[src/rtl/keccak_round_ctrl_if.sv]
// Control/handshake bundle between the SHA3 control FSM, the entropy source
// and the Keccak round sequencer.
interface keccak_round_ctrl_if #(
  parameter int RndW = 5
);
  logic            start_i;
  logic            abort_i;
  logic            rand_valid_i;
  logic            rand_ready_o;
  logic [RndW-1:0] rnd_o;
  logic            sel_o;
  logic            dom_valid_o;
  logic            state_we_o;
  logic            busy_o;
  logic            done_o;

  modport slave (
    input  start_i, abort_i, rand_valid_i,
    output rand_ready_o, rnd_o, sel_o, dom_valid_o, state_we_o, busy_o, done_o
  );

  modport master (
    output start_i, abort_i, rand_valid_i,
    input  rand_ready_o, rnd_o, sel_o, dom_valid_o, state_we_o, busy_o, done_o
  );
endinterface

[src/rtl/keccak_round_ctrl.sv]
// Round sequencer for the single-round Keccak-f datapath: steps the round
// counter, drives the phase select / state write enable and the DOM entropy handshake.
module keccak_round_ctrl #(
  parameter int Width     = 1600,
  parameter bit EnMasking = 1'b0
) (
  input  logic                clk_i,
  input  logic                rst_i,
  keccak_round_ctrl_if.slave  ctrl_if
);

  localparam int W        = Width / 25;
  localparam int L        = $clog2(W);
  localparam int MaxRound = 12 + 2 * L;
  localparam int RndW     = $clog2(MaxRound + 1);

  localparam logic [RndW-1:0] LastRnd = RndW'(MaxRound - 1);

  typedef enum logic [2:0] {
    StIdle = 3'd0,
    StP1   = 3'd1,
    StP2A  = 3'd2,
    StP2B  = 3'd3,
    StRun  = 3'd4
  } state_e;

  state_e          state_q, state_d, cur_state;
  logic [RndW-1:0] rnd_q, rnd_d;
  logic            done_q, done_d;
  logic            last_rnd;
  logic            sel, state_we, busy, rand_ready, dom_valid;

  assign last_rnd = (rnd_q == LastRnd);

  always_ff @(posedge clk_i) begin
    if (rst_i) begin
      state_q <= StIdle;
      rnd_q   <= '0;
      done_q  <= 1'b0;
    end else begin
      state_q <= state_d;
      rnd_q   <= rnd_d;
      done_q  <= done_d;
    end
  end

  always_comb begin
    // States belonging to the other schedule are treated as IDLE.
    cur_state = state_q;
    if (EnMasking && (state_q == StRun)) begin
      cur_state = StIdle;
    end
    if (!EnMasking && ((state_q == StP1) || (state_q == StP2A) || (state_q == StP2B))) begin
      cur_state = StIdle;
    end
  end

  always_comb begin
    state_d    = StIdle;
    rnd_d      = rnd_q;
    done_d     = 1'b0;
    sel        = 1'b0;
    state_we   = 1'b0;
    busy       = 1'b0;
    rand_ready = 1'b0;
    dom_valid  = 1'b0;

    case (cur_state)
      StIdle: begin
        rnd_d = '0;
        if (ctrl_if.start_i && !ctrl_if.abort_i) begin
          state_d = EnMasking ? StP1 : StRun;
        end
      end
      StP1: begin
        busy     = 1'b1;
        state_we = 1'b1;
        state_d  = StP2A;
      end
      StP2A: begin
        // Chi waits here for fresh entropy; one handshake per round.
        busy       = 1'b1;
        sel        = 1'b1;
        dom_valid  = ctrl_if.rand_valid_i;
        rand_ready = ctrl_if.rand_valid_i;
        state_d    = ctrl_if.rand_valid_i ? StP2B : StP2A;
      end
      StP2B: begin
        busy     = 1'b1;
        sel      = 1'b1;
        state_we = 1'b1;
        if (last_rnd) begin
          state_d = StIdle;
          rnd_d   = '0;
          done_d  = 1'b1;
        end else begin
          state_d = StP1;
          rnd_d   = rnd_q + RndW'(1);
        end
      end
      StRun: begin
        busy     = 1'b1;
        state_we = 1'b1;
        if (last_rnd) begin
          state_d = StIdle;
          rnd_d   = '0;
          done_d  = 1'b1;
        end else begin
          state_d = StRun;
          rnd_d   = rnd_q + RndW'(1);
        end
      end
      default: begin
        state_d = StIdle;
        rnd_d   = '0;
      end
    endcase

    // Abort suppresses the pending state write and entropy consumption.
    if (ctrl_if.abort_i && (cur_state != StIdle)) begin
      state_d    = StIdle;
      rnd_d      = '0;
      done_d     = 1'b0;
      state_we   = 1'b0;
      rand_ready = 1'b0;
    end
  end

  assign ctrl_if.rnd_o        = rnd_q;
  assign ctrl_if.done_o       = done_q;
  assign ctrl_if.sel_o        = sel;
  assign ctrl_if.state_we_o   = state_we;
  assign ctrl_if.busy_o       = busy;
  assign ctrl_if.rand_ready_o = rand_ready;
  assign ctrl_if.dom_valid_o  = dom_valid;

endmodule

[src/flat_wrapper.sv]
// flat-port wrapper written by rule: the top's interface ports become plain ports
module keccak_round_ctrl_flat 
#(
  parameter int Width     = 1600,
  parameter bit EnMasking = 1'b0
)
  (clk_i, rst_i, ctrl_if_start_i, ctrl_if_abort_i, ctrl_if_rand_valid_i, ctrl_if_rand_ready_o, ctrl_if_rnd_o, ctrl_if_sel_o, ctrl_if_dom_valid_o, ctrl_if_state_we_o, ctrl_if_busy_o, ctrl_if_done_o);
  keccak_round_ctrl_if #(.RndW(5)) ctrl_if_i ();
  input  logic clk_i;
  input  logic rst_i;
  input wire logic [$bits(ctrl_if_i.start_i)-1:0] ctrl_if_start_i;
  input wire logic [$bits(ctrl_if_i.abort_i)-1:0] ctrl_if_abort_i;
  input wire logic [$bits(ctrl_if_i.rand_valid_i)-1:0] ctrl_if_rand_valid_i;
  output wire logic [$bits(ctrl_if_i.rand_ready_o)-1:0] ctrl_if_rand_ready_o;
  output wire logic [$bits(ctrl_if_i.rnd_o)-1:0] ctrl_if_rnd_o;
  output wire logic [$bits(ctrl_if_i.sel_o)-1:0] ctrl_if_sel_o;
  output wire logic [$bits(ctrl_if_i.dom_valid_o)-1:0] ctrl_if_dom_valid_o;
  output wire logic [$bits(ctrl_if_i.state_we_o)-1:0] ctrl_if_state_we_o;
  output wire logic [$bits(ctrl_if_i.busy_o)-1:0] ctrl_if_busy_o;
  output wire logic [$bits(ctrl_if_i.done_o)-1:0] ctrl_if_done_o;
  assign ctrl_if_i.start_i = ctrl_if_start_i;
  assign ctrl_if_i.abort_i = ctrl_if_abort_i;
  assign ctrl_if_i.rand_valid_i = ctrl_if_rand_valid_i;
  assign ctrl_if_rand_ready_o = ctrl_if_i.rand_ready_o;
  assign ctrl_if_rnd_o = ctrl_if_i.rnd_o;
  assign ctrl_if_sel_o = ctrl_if_i.sel_o;
  assign ctrl_if_dom_valid_o = ctrl_if_i.dom_valid_o;
  assign ctrl_if_state_we_o = ctrl_if_i.state_we_o;
  assign ctrl_if_busy_o = ctrl_if_i.busy_o;
  assign ctrl_if_done_o = ctrl_if_i.done_o;
  keccak_round_ctrl #(.Width(Width), .EnMasking(EnMasking)) u_core (.clk_i(clk_i), .rst_i(rst_i), .ctrl_if(ctrl_if_i));
endmodule
[config.mk]
export PLATFORM = sky130hd
export DESIGN_NAME = keccak_round_ctrl_flat
export DESIGN_NICKNAME = d
export VERILOG_FILES = /design/src/rtl/keccak_round_ctrl_if.sv /design/src/rtl/keccak_round_ctrl.sv /design/src/flat_wrapper.sv
export SDC_FILE = /design/constraint.sdc
export NUM_CORES = 1
export LEC_CHECK = 0
export BUFFER_PORTS_ARGS = -buffer_cell sky130_fd_sc_hd__buf_4
export CORE_AREA = 2 2 39 41
export CTS_CLUSTER_DIAMETER = 60
export DETAILED_ROUTE_END_ITERATION = 16
export DIE_AREA = 0 0 41 43
export GPL_ROUTABILITY_DRIVEN = 0
export MAX_ROUTING_LAYER = met4
export PLACE_DENSITY = 0.62
export SYNTH_ARGS = -nofsm -noshare
export SYNTH_HDL_FRONTEND = slang
export SYNTH_SLANG_ARGS = --single-unit
[constraint.sdc]
create_clock -name clk_i -period 1.2 [get_ports clk_i]
set_input_delay 0.18 -clock clk_i [delete_from_list [all_inputs] [get_ports clk_i]]
set_output_delay 0.18 -clock clk_i [all_outputs]
set_load 0.01 [all_outputs]
==> results.py <==
metrics = {
    "status": {
        "status": "complete, but fails checks",
        "violations": "negative setup slack",
    },
    "sta": {
        "slew_viol_final": 0,
        "hold_viol": 0,
        "max_freq_mhz": 801,
        "fin_ws_ns": -0.0486,
        "setup_viol": 2,
        "skew_ns": 0.00156,
        "period_needed_ns": 1.25,
        "finalCritPeriodShare_pct": 104,
        "rsz0062_at_grt": "true",
    },
    "layout": {
        "nets": 63,
        "fin_util_pct": 40.1,
        "fillers": 145,
        "layout_commonest_cell": "buf_4",
        "area_growth_syn_to_layout_pct": 52.1,
        "layout-drive-gt1-share_pct": 50.0,
        "layout_common_cells": "16 x buf_4, 7 x dfxtp_1, 5 x conb_1",
        "diodes": 0,
        "fin_area_sq_um": 556,
    },
    "critical_path": {
        "critical_path.startpoint": "u_core.state_q[1]",
        "endpoint": "ctrl_if_state_we_o",
        "critPathKind": "reg -> out",
        "arrival_ns": 1.07,
        "crit_family": "simple AND/OR/NAND/NOR gates",
        "r2r-end": "u_core.ctrl_if.rnd_o[0]",
        "end_kind": "output pin",
        "path_depth": 3,
        "cp.buffers_inverters": 1,
        "slowest_stage": "dfxtp_2",
        "reg2reg_depth": 5,
        "crit_fanout": 2,
        "cp_slowest_stage_delay_ns": 0.32,
        "crit_path_cell_trace": "nor3b_4 > nor2b_2 > buf_4",
        "worst_setup_path_start_kind": "flop",
        "rrSetupSlack_ns": 0.07,
        "r2r_start": "u_core.state_q[1]",
        "crit_required_ns": 1.02,
    },
    "floorplan": {
        "die_h_um": 43,
        "die_x_um": 41,
        "ios": 16,
        "die-area_sq_um": 1760,
        "coreArea_sq_um": 1380,
        "core.rowCount": 14,
        "initial_core_util_pct": 26.4,
    },
    "job": {
        "maxCapViolCount": 0,
    },
    "route": {
        "drc": 0,
        "drtIter0Drc": 8,
        "drt-wirelength-per-cell_um": 9.92,
        "ant_nets": 0,
        "vias": 304,
        "avgViaCountPerCell": 4.22,
        "wl_um": 714,
        "firstDrtPassIters": 2,
    },
    "global_routing": {
        "grt_max_degree": 7,
        "first_global_vias": 271,
        "grt_usage_pct": 10.5,
        "grt_overflow": 0,
        "grt_pass1_wl_um": 1180,
        "antenna_found_initial": 0,
    },
    "clock_network": {
        "insertion_delay_ns": 0.26,
        "cts_buffer_depth": 2,
        "cts_made_buffers": 3,
        "clock-sinks": 9,
        "cts_htree_levels": 1,
        "hold_buffers": 0,
        "cts_tree": "built",
        "clkSlewWorstSetupHoldPaths_ns": 0.06,
        "cts-root-buf": "clkbuf_4",
    },
    "worst_hold_path": {
        "min_path_type": "in -> reg",
        "hold_path_depth": 2,
    },
    "synthesis": {
        "syn_inst": 34,
        "synthFlopType": "dfxtp_1",
        "syn_area_sq_um": 365,
        "ys_types": 19,
        "synth-async-reset-ratio_pct": 0,
        "yosys.area.top_type_share_pct": 49.3,
        "synth_top_area_cell": "dfxtp_1",
        "synth-seq-area-share_pct": 49.3,
        "synth_edf_count": 0,
        "yosys-top-cells-area": "dfxtp_1 49%, buf_4 6.2%, nor3b_4 5.1%",
        "yosys_warnings": 0,
        "avgSynthCellArea_sq_um": 10.7,
        "ys_ff_latch": 9,
    },
    "pwr": {
        "finalPower_mw": 0.577,
        "irDropWorstVdd_uv": 527,
        "powerDensity_nw_per_um2": 1040,
        "p_leak_nw": 0.242,
    },
    "placement": {
        "dpl_cell_area_sq_um": 483,
        "dp_slack_ns": 0.0433,
        "dp_hpwl_um": 488,
        "port_buffers": 11,
    },
}
## sequential cells by signal (all words and copies together), names as in the netlist
name                   flops
u_core.state_q             3
u_core.ctrl_if.rnd_o       5
u_core.ctrl_if.done_o      1
## per-layer routing
layer / part of all wire [%] / global-route usage (%) / vias up
met1: 40 / 12.6 / 139
met4: 0 / 2.00 / 0
met2: 51 / 14.1 / 14
met3: 9.1 / 7.85 / 0
li1: - / - / 151
met5: 0 / - / -
## cells by family (layout without fill, tap and decap cells)
group	count (synthesis)	in the layout	share of synthesized area, %
compound gates	3	3	7.53
xor+xnor	2	2	4.80
fa+ha+maj	1	1	3.42
buf+inv	3	21	6.16
flops	9	9	49.3
other cells	1	5	1.03
simple gates	15	15	27.7
## worst reg2reg max path: cells and delay by family, from the launching register on
family	cells	cell delay, ns
AO/OA/AOI/OAI	1	0.18
flip-flops	1	0.32
AND/OR/NAND/NOR	2	0.27
buffers and inverters	2	0.27
## how the worst min path moves through the flow
stage           from                       to  slack [ns]
4_1_cts        rst_i  u_core.ctrl_if.rnd_o[0]        0.08
2_1_floorplan  rst_i  u_core.ctrl_if.rnd_o[0]        0.26
3_5_place_dp   rst_i  u_core.ctrl_if.rnd_o[0]        0.36
6_report       rst_i  u_core.ctrl_if.rnd_o[0]        0.11
5_1_grt        rst_i  u_core.ctrl_if.rnd_o[0]         0.1
3_3_place_gp   rst_i  u_core.ctrl_if.rnd_o[0]        0.36
## Yosys cell counts, drive strengths merged (2+ instances only)
| library cell | n |
|---|---|
| dfxtp | 9 |
| nand2 | 4 |
| buf | 3 |
| nor2 | 3 |
| nand4b | 2 |
| nor3b | 2 |
## area by class of cell
class                   instances  area [sq um]  share of cell area [%]
well taps                      16          20.0                    3.60
clock buffers                   4          26.3                    4.73
flip-flops and latches          9           183                    32.9
repair buffers                 17           131                    23.6
multi-input cells              26           195                    35.1
## where the power goes
group | switching [mW] | total (mW) | internal, mW | leakage, nW
Clock | 0.106 | 0.234 | 0.128 | 0.0150
Sequential | 0.00363 | 0.308 | 0.305 | 0.0738
Combinational | 0.0176 | 0.0345 | 0.0169 | 0.153
## through the flow
| stage | setup TNS, ns | std cells | hold WS [ns] |
|---|---|---|---|
| floorplan | 0 | 38 | 0.258 |
| global placement | 0 | 65 | 0.361 |
| detailed placement | 0 | 65 | 0.362 |
| CTS | -0.111 | 72 | 0.0820 |
| global route | -0.170 | 72 | 0.0967 |
| finish | -0.0569 | 72 | 0.110 |
## what timing repair did
action,in CTS,in global routing
pin swaps,1,0
endpoints found under the setup margin,2,4
setup buffers,3,0
gates resized for setup,3,3
No activity file was read; power rests on OpenSTA's default activity.
